==> config.mk <==
export PLATFORM = sky130hd
export DESIGN_NAME = display_scheduler
export DESIGN_NICKNAME = d
export VERILOG_FILES = /design/src/rtl/display_scheduler.sv
export SDC_FILE = /design/constraint.sdc
export NUM_CORES = 1
export LEC_CHECK = 0
export CORE_ASPECT_RATIO = 0.5
export CORE_MARGIN = 2
export CORE_UTILIZATION = 35
export CTS_CLUSTER_SIZE = 40
export DETAILED_ROUTE_END_ITERATION = 16
export SETUP_SLACK_MARGIN = 0.3
export SYNTH_ARGS = -nofsm -noshare
export SYNTH_HDL_FRONTEND = slang
export SYNTH_SLANG_ARGS = --single-unit
==> constraint.sdc <==
create_clock -name clk -period 11.1 [get_ports clk]
set_input_delay 2.22 -clock clk [delete_from_list [all_inputs] [get_ports clk]]
set_output_delay 2.22 -clock clk [all_outputs]
set_load 0.02 [all_outputs]
==> src/rtl/display_scheduler.sv <==
// display_scheduler: shares the 8-digit 7-segment display between live time,
// edit mode (with per-digit blinking) and timed one-shot messages.
module display_scheduler #(
    parameter int unsigned CLK_FREQ_HZ = 1000,
    parameter int unsigned BLINK_HZ    = 2,
    parameter int unsigned MSG_HOLD_MS = 2000,
    parameter logic [3:0]  BLANK_CODE  = 4'hF
) (
    input  logic        clk,
    input  logic        reset,
    input  logic [31:0] time_data,
    input  logic        edit_req,
    input  logic [31:0] edit_data,
    input  logic [7:0]  edit_blink,
    input  logic        msg_valid,
    input  logic [31:0] msg_data,
    output logic        msg_ready,
    output logic        msg_done,
    output logic [31:0] all_data,
    output logic [1:0]  src_sel
);

    localparam logic [31:0] HALF_CYC = 32'(CLK_FREQ_HZ / (2 * BLINK_HZ));
    localparam logic [31:0] MSG_CYC  = 32'((CLK_FREQ_HZ / 1000) * MSG_HOLD_MS);

    // Encoding doubles as the src_sel owner code.
    typedef enum logic [1:0] {
        SHOW_TIME = 2'd0,
        SHOW_EDIT = 2'd1,
        SHOW_MSG  = 2'd2
    } state_t;

    state_t      r_state;
    state_t      w_next;
    logic        r_pending;
    logic [31:0] r_msg_buf;
    logic [31:0] r_hold_cnt;
    logic [31:0] r_blink_cnt;
    logic        r_blink_off;
    logic [7:0]  r_prev_blink;
    logic [31:0] r_all_data;
    logic        r_msg_done;

    logic        w_accept;
    logic        w_done;
    logic        w_blink_restart;
    logic [31:0] w_blink_cnt_nxt;
    logic        w_blink_off_nxt;
    logic [31:0] w_msg_src;
    logic [31:0] w_data_nxt;

    // Replace blinking digits by BLANK_CODE during the OFF phase.
    function automatic logic [31:0] blink_mask(input logic [31:0] data,
                                               input logic [7:0]  mask,
                                               input logic        off);
        logic [31:0] res;
        res = data;
        for (int i = 0; i < 8; i++) begin
            if (off && mask[i]) res[4*i +: 4] = BLANK_CODE;
        end
        return res;
    endfunction

    assign w_accept  = msg_valid & ~r_pending;
    assign w_done    = (r_state == SHOW_MSG) && (r_hold_cnt == MSG_CYC - 32'd1);
    // A message accepted on this very edge is not in the buffer yet.
    assign w_msg_src = w_accept ? msg_data : r_msg_buf;

    // Next-state logic: edit preempts everything, a pending message resumes after edit.
    always_comb begin
        w_next = r_state;
        if (edit_req) begin
            w_next = SHOW_EDIT;
        end else begin
            case (r_state)
                SHOW_TIME: w_next = w_accept ? SHOW_MSG : SHOW_TIME;
                SHOW_EDIT: w_next = (r_pending || w_accept) ? SHOW_MSG : SHOW_TIME;
                SHOW_MSG:  w_next = w_done ? SHOW_TIME : SHOW_MSG;
                default:   w_next = SHOW_TIME;
            endcase
        end
    end

    // Blink phase and the display word selected by the next state.
    always_comb begin
        w_blink_restart = (r_state != SHOW_EDIT) || (edit_blink != r_prev_blink);
        w_blink_cnt_nxt = 32'd0;
        w_blink_off_nxt = 1'b0;
        if (w_next == SHOW_EDIT && !w_blink_restart) begin
            if (r_blink_cnt == HALF_CYC - 32'd1) begin
                w_blink_off_nxt = ~r_blink_off;
            end else begin
                w_blink_cnt_nxt = r_blink_cnt + 32'd1;
                w_blink_off_nxt = r_blink_off;
            end
        end
        case (w_next)
            SHOW_EDIT: w_data_nxt = blink_mask(edit_data, edit_blink, w_blink_off_nxt);
            SHOW_MSG:  w_data_nxt = w_msg_src;
            default:   w_data_nxt = time_data;
        endcase
    end

    // State register and registered display outputs.
    always_ff @(posedge clk or posedge reset) begin
        if (reset) begin
            r_state     <= SHOW_TIME;
            r_all_data  <= 32'd0;
            r_msg_done  <= 1'b0;
            r_blink_cnt <= 32'd0;
            r_blink_off <= 1'b0;
        end else begin
            r_state     <= w_next;
            r_all_data  <= w_data_nxt;
            r_msg_done  <= w_done;
            r_blink_cnt <= w_blink_cnt_nxt;
            r_blink_off <= w_blink_off_nxt;
        end
    end

    // Message buffer, pending flag, hold counter and blink-change history.
    always_ff @(posedge clk or posedge reset) begin
        if (reset) begin
            r_pending    <= 1'b0;
            r_msg_buf    <= 32'd0;
            r_hold_cnt   <= 32'd0;
            r_prev_blink <= 8'd0;
        end else begin
            r_prev_blink <= edit_blink;
            if (w_accept) begin
                r_pending  <= 1'b1;
                r_msg_buf  <= msg_data;
                r_hold_cnt <= 32'd0;
            end else begin
                if (w_done) r_pending <= 1'b0;
                // Only cycles actually spent showing the message count.
                if (r_state == SHOW_MSG && !w_done) r_hold_cnt <= r_hold_cnt + 32'd1;
            end
        end
    end

    assign msg_ready = ~r_pending;
    assign msg_done  = r_msg_done;
    assign all_data  = r_all_data;
    assign src_sel   = r_state;

endmodule

Word level (Yosys, flattened, before mapping)
Index checks and enable logic that the tools add are counted.
{"block": "word_totals", "regBits": 141, "latch_bits": 0, "mem_bits_rw": 0, "rom_bits": 0, "in_bits": 108, "elab_cells": 63, "memories": 0}
{"block": "op_classes", "add_sub_neg": 2, "multipliers": 0, "n_div": 0, "order_cmp": 0, "n_eq_ne": 8, "n_shift": 0, "muxes": 23, "n_bitwise": 3, "n_reduce_logical": 18}
{"cell": "32-bit 2-to-1 mux", "n": 5}
{"cell": "32-bit by 1-bit adder with 32-bit output, second input constant", "n": 2}
{"cell": "32-bit one-hot mux with 2 select lines", "n": 1}
{"cell": "32-bit by 11-bit equality test with 1-bit output, second input constant", "n": 1}
{"cell": "32-bit by 8-bit equality test with 1-bit output, second input constant", "n": 1}
{"cell": "4-bit 2-to-1 mux", "n": 8}
{"cell": "1-bit logical AND", "n": 11}
{"cell": "2-bit 2-to-1 mux", "n": 4}
{"cell": "8-bit inequality test", "n": 1}
{"cell": "2-bit one-hot mux with 3 select lines", "n": 1}
{"cell": "2-bit by 1-bit equality test with 1-bit output, second input constant", "n": 2}
{"cell": "2-bit equality test, second input constant", "n": 2}
{"cell": "1-bit 2-to-1 mux", "n": 4}
{"cell": "2-bit nonzero test", "n": 2}
{"cell": "1-bit logical NOT", "n": 2}
{"cell": "2-bit logical NOT", "n": 1}
{"cell": "1-bit logical OR", "n": 2}
{"cell": "2-bit by 1-bit inequality test with 1-bit output, second input constant", "n": 1}
{"cell": "1-bit inverter", "n": 2}
{"cell": "1-bit AND", "n": 1}

Depth between registers and ports, before layout
Gate-level depths: netlist of the first run.
{"block": "depth", "ltp_word": 12, "mapped_depth": 8, "mapped_depth_nobuf": 8}

Least setup slack after synthesis of the first run
No wires, ideal clock.
{"block": "synth_timing", "kind": "input-to-reg", "start": "in msg_valid", "end": "reg r_all_data[21], in the netlist all_data[21]", "t_arrival_ns": 3.888, "t_required_ns": 10.979, "path_slack_ns": 7.091, "cell_stages": 6, "path_buffers": 2, "cell_sequence": "nor2b_1 buf_1 buf_1 mux2_2 mux2_2 o22a_1"}
{"item": "start, declared", "line": "15", "text": "input logic msg_valid,"}
{"item": "1-bit AND", "line": "64", "text": "assign w_accept = msg_valid & ~r_pending;"}
{"item": "32-bit 2-to-1 mux"}
{"item": "net w_msg_src[21]", "line": "49", "text": "logic [31:0] w_msg_src;"}
{"item": "32-bit one-hot mux with 2 select lines", "line": "97", "text": "case (w_next)"}
{"item": "net w_data_nxt[21]", "line": "50", "text": "logic [31:0] w_data_nxt;"}
{"item": "end signal, assigned", "line": "114", "text": "r_all_data <= w_data_nxt;"}
{"item": "end, declared", "line": "41", "text": "logic [31:0] r_all_data;"}
The timed path passes the listed nets, and every way through them passes these cells.
A chain may end at the register's enable or synchronous reset.

Worst setup path after layout of the first run
{"block": "layout_timing", "start": "in edit_blink[3]", "end": "reg r_all_data[16], in the netlist all_data[16]"}
{"block": "layout_via", "elab_chain_len": 8}
{"item": "start, declared", "line": "14", "text": "input logic [7:0] edit_blink,"}
{"item": "8-bit inequality test", "line": "86", "text": "w_blink_restart = (r_state != SHOW_EDIT) || (edit_blink != r_prev_blink);"}
{"item": "1-bit logical OR", "line": "86"}
{"item": "1-bit logical NOT", "line": "89", "text": "if (w_next == SHOW_EDIT && !w_blink_restart) begin"}
{"item": "1-bit logical AND", "line": "89"}
{"item": "1-bit 2-to-1 mux", "line": "89"}
{"item": "1-bit logical AND", "line": "59", "text": "if (off && mask[i]) res[4*i +: 4] = BLANK_CODE;"}
{"item": "4-bit 2-to-1 mux", "line": "59"}
{"item": "32-bit one-hot mux with 2 select lines", "line": "97"}
{"item": "net w_data_nxt[16]", "line": "50"}
The timed path passes the listed nets, and every way through them passes these cells.

==> impl_results.md, run 1 <==
* Synth Area in Compound Gates at 0.0736
* Status: finished clean
* 1st-pass router iterations at 4
* Most frequent cells in the layout: clkdlybuf4s50_1, dfrtp_1, mux2_2
* Initial DRC Count at between 200 and 250
* Met3 Routed Length at 756 um
* Mapped Avg Cell Area at around 11 um2
* Final instance area at 8720 um2
* XOR/XNOR Fraction of Synth Area at 0.0795
* GPL Wtd Cong at between 0.8 and 0.9
* Post-route ant nets at 0
* Critical path buffers and inverters at 1
* Pin count of the biggest net entering global routing at 92
* Met2 wire len at 7640 um
* Yosys reg bits at 141
* Final Hold Viols at 0
* Share of the yosys chip area belonging to registers at 0.543
* Cell variety after synth at 36
* Crit path to: all_data[16]
* Final WS setup at 6690 ps
* Pwr/cell area at 148 nW/um2
* Post-CTS Resized at 0
* Post-Synth Adder-Cell Area at 0.00578
* RSZ-0062 raised after global routing: false
* Core Region at 18,300 um2
* Count of warnings emitted by yosys at 0
* Root Buffer: clkbuf_16
* Worst slew margin at 0.182
* Slowest stage cell on the critical path: o21ai_0
* Routed WL per cell at 17.1 um
* R2r endpoint: all_data[7]
* Max-slew violations at 0
* CTS buffer count at 17
* Clock-pin slew on the worst setup and hold paths at 60 ps
* Reg2Reg Setup Slack at 7470 ps
* Die area at roughly 20,000 um2
* Setup Fix Bufs, Post-CTS at 0
* Clock Path Buffers at 2
* Die Span Y at 100 um
* Min cycle time layout at ~4400 ps
* Tot GR Track Use at 0.182
* Crit-path max FO at 9
* Top Layer Used: met4
* Initial Util at 0.355
* Maxcap violations at 0
* Max VDD drop at 0.106 mV
* Total congestion overflow at 0
* Worst-margin pin slew at 1220 ps
* # clock sinks at 141
* Max Clk Rate at 0.227 GHz
* Critical Path RT at 11,450 ps
* Hpwl dp at 11,500 um
* Final WL at 16,600 um
* WS Path Type: input pin to flip-flop
* Final Cycle Share at 0.398
* Critical path's top delay family: compound AO/OA/AOI/OAI gates
* Main combinational cell family by area after synthesis: simple AND/OR/NAND/NOR gates
* Post-Route M1 WL at 7850 um
* Synth Net Count at a little under 700
* Skew final at approximately 8.3 ps
* Setup WS pre-CTS at 6240 ps
* Final TNS setup at 0 ps
* PortBufs at about 140
* # IOs at 144
* Vias in the first global route at 5,147
* Placed inst area at 8180 um2
* Die W at 197 um
* Commonest non-fill, non-tap cell in the layout: clkdlybuf4s50_1
* H-tree Lvls at 4
* Worst-Skew Late Latency at 420 ps
* Fillers at 1,696
* Fin nets at 830
* HP Class: flip-flop to flip-flop
* Final Setup Violations at 0
* Post-Synth Simple-Gate Area at 0.161
* Worst path depth at 7
* Worst Setup Start Kind: input pin
* Via count at roughly 4,800
* Crit. Startpoint: edit_blink[3]
* Via density at 4.95
* Critical Path End Type: flip-flop
* CTS tree: built
* Antenna Cells at 0
* Synth Instances at 575
* Syn-to-layout area delta at 34.2%
* Initial antenna violation count at 0
* Post-Route Utilization at 0.476
* First-pass GRT wire length at 27,400 um
* Data arrival time of the worst path at 4770 ps
* Cell row count at 35
* Placed cell count at 940
* Hold Buf Count CTS at 0
* Multiplexer area fraction after synthesis at 0.111
* Worst R2R Start: r_hold_cnt[26]
* CP max stage delay at 650 ps
* FF-to-FF path depth at 8
* Critical Path, Cell by Cell: clkdlybuf4s50_1, xnor2_1, nand3_1, nor4_1, o21ai_1, o21ai_0, o22a_1
* Final non-filler cell total at 969
* Ratio of cells with drive above 1 in the final layout at 0.145
* DR DRC count at 0
* P_leak at about 3.5 nW
* Post-Synthesis Cell Area at 6500 um2
-- cell usage after synthesis --
cell | instances | share of area
dfrtp_1 | 141 | 0.54
mux2_2 | 63 | 0.11
nor2_1 | 61 | 0.035
o22a_1 | 32 | 0.043
xor2_1 | 32 | 0.043
xnor2_1 | 27 | 0.036
nand2_1 | 25 | 0.014
nand3_1 | 21 | 0.016
nor4_1 | 20 | 0.019
o21ai_0 | 19 | 0.015
nand4_1 | 18 | 0.017
inv_1 | 17 | 0.0098
clkbuf_1 | 16 | 0.0092
or3_1 | 14 | 0.013
a21oi_1 | 11 | 0.0085
and3_1 | 10 | 0.0096
nor3_1 | 9 | 0.0069
and4_1 | 7 | 0.0094
buf_1 | 4 | 0.0023
buf_4 | 4 | 0.0046
ha_1 | 3 | 0.0058
nor4b_1 | 3 | 0.0040
a21o_1 | 2 | 0.0023
nand2b_1 | 2 | 0.0019
nor2b_1 | 2 | 0.0019
o21ai_1 | 2 | 0.0015
a211oi_1 | 1 | 0.0012
and4_4 | 1 | 0.0017
mux2_1 | 1 | 0.0017
nand4_4 | 1 | 0.0033
nor4_2 | 1 | 0.0019
o21a_1 | 1 | 0.0012
o21bai_1 | 1 | 0.0012
or2_4 | 1 | 0.0013
or4_1 | 1 | 0.0012
or4_4 | 1 | 0.0017
-- sequential cells by signal (all words and copies together) (netlist names) --
signal,count
all_data,32
r_prev_blink,8
r_msg_buf,32
r_blink_off,1
r_blink_cnt,32
src_sel,2
r_pending,1
r_hold_cnt,32
msg_done,1
-- stage by stage --
step	hold WS, ps	power (mW)
after floorplan	467	0.683
after global placement	477	0.768
after detailed placement	483	0.771
after CTS	497	1.31
after global routing	512	1.35
final	494	1.29
-- per-layer routing --
metal / GRT usage / vias to the layer above
li1: - / 2336
met1: 0.236 / 2367
met2: 0.292 / 73
met3: 0.0521 / 21
met4: 0.0694 / 0
met5: 0 / -
-- kinds of logic after synthesis --
group,Yosys count
adder cells (fa/ha/maj),3
XOR/XNOR,59
flip-flops,141
AO/OA/AOI/OAI,69
buffers and inverters,41
multiplexers,64
AND/OR/NAND/NOR,198
-- worst min path at each step --
| stage | from | endpoint | slack, ps | cells past startpoint |
|---|---|---|---|---|
| after CTS | r_msg_buf[13] | r_msg_buf[13] | 500 | 1 |
| after floorplan | r_msg_buf[4] | r_msg_buf[4] | 470 | 1 |
| after global placement | r_msg_buf[28] | r_msg_buf[28] | 480 | 1 |
| after detailed placement | r_msg_buf[13] | r_msg_buf[13] | 480 | 1 |
| final | r_msg_buf[19] | r_msg_buf[19] | 490 | 1 |
| after global routing | r_msg_buf[24] | r_msg_buf[24] | 510 | 1 |
-- layout make-up --
type | count | area [um2] | area share
Multi-Input combinational cell | 393 | 2810 | 0.322
Sequential cell | 141 | 3530 | 0.405
Timing Repair Buffer | 149 | 1470 | 0.169
Tap cell | 240 | 300 | 0.0345
Clock inverter | 10 | 93.8 | 0.0108
Inverter | 17 | 68.8 | 0.00790
Clock buffer | 19 | 443 | 0.0508
-- power breakdown --
part           switching (mW)  total [mW]  internal [mW]  leakage, nW
Sequential             0.0293       0.581          0.551         1.76
Clock                   0.219       0.530          0.310        0.257
Combinational          0.0788       0.180          0.101         1.51
Total                   0.327        1.29          0.963         3.53
Note: power is estimated with default switching activity, not from simulation.
==> inputs of run 2 (changes only) <==
- clock period: 11.1 -> 4.05 ns (I/O delays scaled with it)
==> run 2 against run 1 <==
  * Final area increased by 1.4%
  * Total power increased to 2.9 times the previous value
  * First-iteration DRC count decreased by 10%
  * Worst hold slack improved by 2.6 ps
  * Setup slack got worse by 5700 ps
  * Die area unchanged
  * Non-clock buffer count increased by 4
  * Flip-flop and latch count unchanged
  * Largest cell class unchanged
  * Highest routed layer unchanged
==> impl_results.md, run 2 (same netlist as run 1, synthesis figures left out) <==
* Skew final at 10.5 ps (+2.20 ps)
* Critical Path RT at 4400 ps (-7050 ps)
* GPL Wtd Cong at 0.803 (-3.6%)
* Max-slew violations at 0 (unchanged)
* HP Class: flip-flop to flip-flop
* Worst Setup Start Kind: input pin
* Initial DRC Count at 208 (-10%)
* Final Cycle Share at 0.765
* Pin count of the biggest net entering global routing at 54 (-41%)
* Total congestion overflow at 0 (unchanged)
* Min Hold Slack at 497 ps (+2.55 ps)
* Final Setup Violations at 0 (unchanged)
* Crit-path max FO at 9 (unchanged)
* Clock share of power at 0.437 (+0.026)
* DR DRC count at 0 (unchanged)
* Switch share at 0.257 (+0.00342)
* Core Region at 18,300 um2 (unchanged)
* Switching Power at 952 uW (+190%)
* Worst slew margin at 0.334 (+0.152)
* Critical Path End Type: flip-flop
* Tot GR Track Use at 0.179 (-0.00256)
* Final instance area at 8840 um2 (+1.4%)
* H-tree Lvls at 4 (unchanged)
* Clock-pin slew on the worst setup and hold paths at 60 ps (about the same)
* Final WL at 16,600 um (+0.40%)
* Min cycle time layout at 3100 ps
* RSZ-0062 raised after global routing: false
* Design internal power at 2.75 mW (+190%)
* Antenna Cells at 0 (unchanged)
* Hold Buf Count CTS at 0 (unchanged)
* Cell row count at 35 (unchanged)
* Syn-to-layout area delta at 36.1%
* Hpwl dp at 11,500 um (about the same)
* Die Span Y at 100 um (unchanged)
* Post-Route Utilization at 0.483 (+0.00670)
* CTS tree: built
* # IOs at 144 (unchanged)
* Via density at 4.99 (+0.77%)
* Combinational fraction of design power at 0.134 (-0.005)
* Clock Path Buffers at 2 (unchanged)
* First-pass GRT wire length at 27,200 um (-0.68%)
* Data arrival time of the worst path at 3450 ps (-1320 ps)
* Post-CTS Resized at 0 (unchanged)
* Post-route ant nets at 0 (unchanged)
* PortBufs at 143 (unchanged)
* WS Path Type: input pin to flip-flop
* Initial Util at 0.355 (unchanged)
* Fin nets at 834 (+0.48%)
* Commonest non-fill, non-tap cell in the layout: clkdlybuf4s50_1
* P_leak at 3.59 nW (+1.8%)
* Setup Fix Bufs, Post-CTS at 0 (unchanged)
* FF-to-FF path depth at 8 (unchanged)
* # clock sinks at 141 (unchanged)
* Vias in the first global route at 5,099 (-0.93%)
* Final non-filler cell total at 976 (+0.72%)
* Initial antenna violation count at 0 (unchanged)
* Worst-Skew Late Latency at 420 ps (about the same)
* Worst-margin pin slew at 996 ps (-219 ps)
* Ratio of cells with drive above 1 in the final layout at 0.154 (+0.00813)
* Final TNS setup at 0 ps (unchanged)
* 1st-pass router iterations at 6 (+2)
* Sequential share of power at 0.430 (-0.020)
* Max VDD drop at 0.298 mV (+180%)
* Fillers at 1,700 (+0.24%)
* CTS buffer count at 17 (unchanged)
* Via count at 4,869 (+1.5%)
* Most frequent cells in the layout: clkdlybuf4s50_1, dfrtp_1, mux2_2
* Die W at 197 um (unchanged)
* Placed cell count at 944 (+0.43%)
* Final Hold Viols at 0 (unchanged)
* Max Clk Rate at 0.323 GHz
* Maxcap violations at 0 (unchanged)
* Hold depth at 1 (unchanged)
* Die area at 19,700 um2 (unchanged)
* Routed WL per cell at 17.1 um (-0.32%)
* Status: finished clean
* Root Buffer: clkbuf_16
* Pwr/cell area at 419 nW/um2 (+180%)
* Placed inst area at 8230 um2 (+0.66%)
run 2: metrics by stage:
stage | setup WS [ps] | power [mW]
floorplan | 1450 | 1.87
global placement | 737 | 2.11
detailed placement | 569 | 2.12
CTS | 1010 | 3.75
global route | 703 | 3.87
finish | 953 | 3.70
run 2: final timing paths:
path	slack, ps	end	startpoint
worst min-delay path	500	r_msg_buf[18]	r_msg_buf[18]
worst max-delay path	950	all_data[2]	edit_blink[6]
max in group asynchronous	2320	r_blink_cnt[4]	reset
worst max register to register	1100	all_data[0]	r_blink_cnt[1]
worst min register to register	500	r_msg_buf[18]	r_msg_buf[18]
min in group asynchronous	950	r_msg_buf[18]	reset
run 2: area by class of cell:
type                    instances  area, um2  share of cell area
clock buffers                  20        457              0.0517
clock inverters                12        149              0.0168
inverters                      17       67.6             0.00764
multi-input cells             393       2810               0.318
flip-flops and latches        141       3530               0.399
well taps                     240        300              0.0340
repair buffers                153       1530               0.173
run 2: power groups by stage:
stage / Sequential [mW] / Clock, mW / Combinational [mW]
2_1_floorplan: 1.64 / 0 / 0.233
3_3_place_gp: 1.61 / 0 / 0.493
3_5_place_dp: 1.62 / 0 / 0.501
4_1_cts: 1.59 / 1.65 / 0.503
5_1_grt: 1.60 / 1.72 / 0.541
6_report: 1.59 / 1.62 / 0.495
run 2: worst max-delay path: stages:
cell and delay [ps]:
clkdlybuf4s50_1 520, xnor2_1 150, nand3_1 200, nor4_1 440
o21ai_1 450, o21ai_0 640, o22a_1 240
run 2: routing by layer:
metal  GRT usage  share of wire  vias up
met5           0              0        -
met3      0.0484          0.049       20
met2       0.290           0.47      105
met4      0.0590          0.015        0
met1       0.235           0.47     2401
li1            -              -     2343
==> RTL edit (flow settings as in run 2) <==
Reset style: synchronous (`reset`), changed in 2 clocked blocks.
--- a/src/rtl/display_scheduler.sv
+++ b/src/rtl/display_scheduler.sv
@@ -102,7 +102,7 @@
     end
 
     // State register and registered display outputs.
-    always_ff @(posedge clk or posedge reset) begin
+    always_ff @(posedge clk) begin
         if (reset) begin
             r_state     <= SHOW_TIME;
             r_all_data  <= 32'd0;
@@ -119,7 +119,7 @@
     end
 
     // Message buffer, pending flag, hold counter and blink-change history.
-    always_ff @(posedge clk or posedge reset) begin
+    always_ff @(posedge clk) begin
         if (reset) begin
             r_pending    <= 1'b0;
             r_msg_buf    <= 32'd0;
Check against the original RTL: differs if reset is asserted again (counterexample within 4 cycles, from zero or initial values and one cycle with reset high); with reset held inactive, the same outputs for 10 cycles.
==> RTL edit against run 2 <==
- cell count is 7.0% higher
- maximum frequency is 16% higher
- worst setup slack better by 420 ps
- global-route usage is 1.3 points higher
- total power is 7.1% lower
- routed wire length is 5.0% higher
- cell area is 5.6% lower
- non-clock buffer count is 3 higher
- critical endpoint is now r_blink_cnt[31]$_SDFF_PP0_
- largest cell class is now multi-input gates
- sequential cell count stayed put
- synthesized area is 6.5% lower
==> RTL edit: results (changes against run 2) <==
- Status: complete, no violations
- Top cells by area, synth: dfxtp_1 (46%), xnor2_1 (5.2%), nand4_1 (5.0%)
- DRT iter0 DRCs: 309 (+49%)
- Power density over cell area: 413 nW/um^2 (-1.5%)
- Total Nets Final: 915 (+9.7%)
- TritonRoute pass-1 iters: 5 (-1)
- First-pass GRT wire length: 28.5 mm (+4.6%)
- CP endpoint: r_blink_cnt[31]$_SDFF_PP0_
- Pleak: 2.87 nW (-20%)
- Max FO, Critical Path: 32 (+23)
- Met3 Use GR: 4.37% (-0.47 points)
- HPWL after DPL: 12.1 mm (+4.8%)
- Reg2Reg Depth: 5 (-3)
- Global Route Usage Sum: 19.2% (+1.3 points)
- FFs w/ async S/R, synth: 0% (-100 points)
- Setup slack, reg-to-reg: 1400 ps (+300 ps)
- Skew final: 14.9 ps (+4.33 ps)
- Crit path from: reset
- Fill count: 1,602 (-5.8%)
- Met1 Wirelength: 8.31 mm (+6.9%)
- Yosys cell types: 44 (+22%)
- Met3 wire len: 837 microns (+3.2%)
- Period utilisation layout: 66.0% (-10 points)
- Mux share of post-synthesis cell area: 0.165% (-11 points)
- Area share of fa/ha/maj cells after synthesis: 0.618% (+0.040 points)
- Crit-path slowest cell: clkdlybuf4s50_1
- M2 GR Usage: 30.9% (+1.9 points)
- Syn_nets: 784 (+14%)
- Critical Path Max Stage Delay: 550 ps (-90 ps)
- Synth Area in Compound Gates: 15.6% (+8.2 points)
- Sequential fraction of design power: 42.7% (-0.3 points)
- HP Start: r_blink_cnt[0]$_SDFF_PP0_
- Sequential cell area fraction in the yosys report: 46.5% (-7.8 points)
- Sw power: 0.853 mW (-10%)
- Peak VDD IR: 0.325 mV (+9.2%)
- Synth top cells by count: dfxtp_1 (141), nand2_1 (57), nand3_1 (55)
- Worst EP arrival: 3020 ps (-430 ps)
[RTL edit: cell count changes in the layout (fill, tap and decap cells not counted), moves of 31 or more]
cell / delta
nand3_1: +34
a22o_1: +32
o211ai_1: +33
nand4_1: +31
o22a_1: -32
dfrtp_1: -141
nand2_1: +32
mux2_2: -63
dfxtp_1: +141
[RTL edit: layout make-up]
class	count	area share, %
repair buffers	156	18.3
well taps	227	3.41
clock inverters	13	1.83
inverters	8	0.360
flip-flops and latches	141	33.8
clock buffers	19	5.31
multi-input cells	480	36.9
[RTL edit: stage by stage]
stage / hold WS (ps) / instances / util, % / cell area [sq um]
6_report: 465 / 1044 / 50.0 / 8340
5_1_grt: 493 / 1044 / 50.0 / 8340
4_1_cts: 473 / 1044 / 50.0 / 8340
3_5_place_dp: 459 / 1012 / 46.4 / 7740
3_3_place_gp: 440 / 1012 / 46.4 / 7740
2_1_floorplan: 430 / 673 / - / 6070
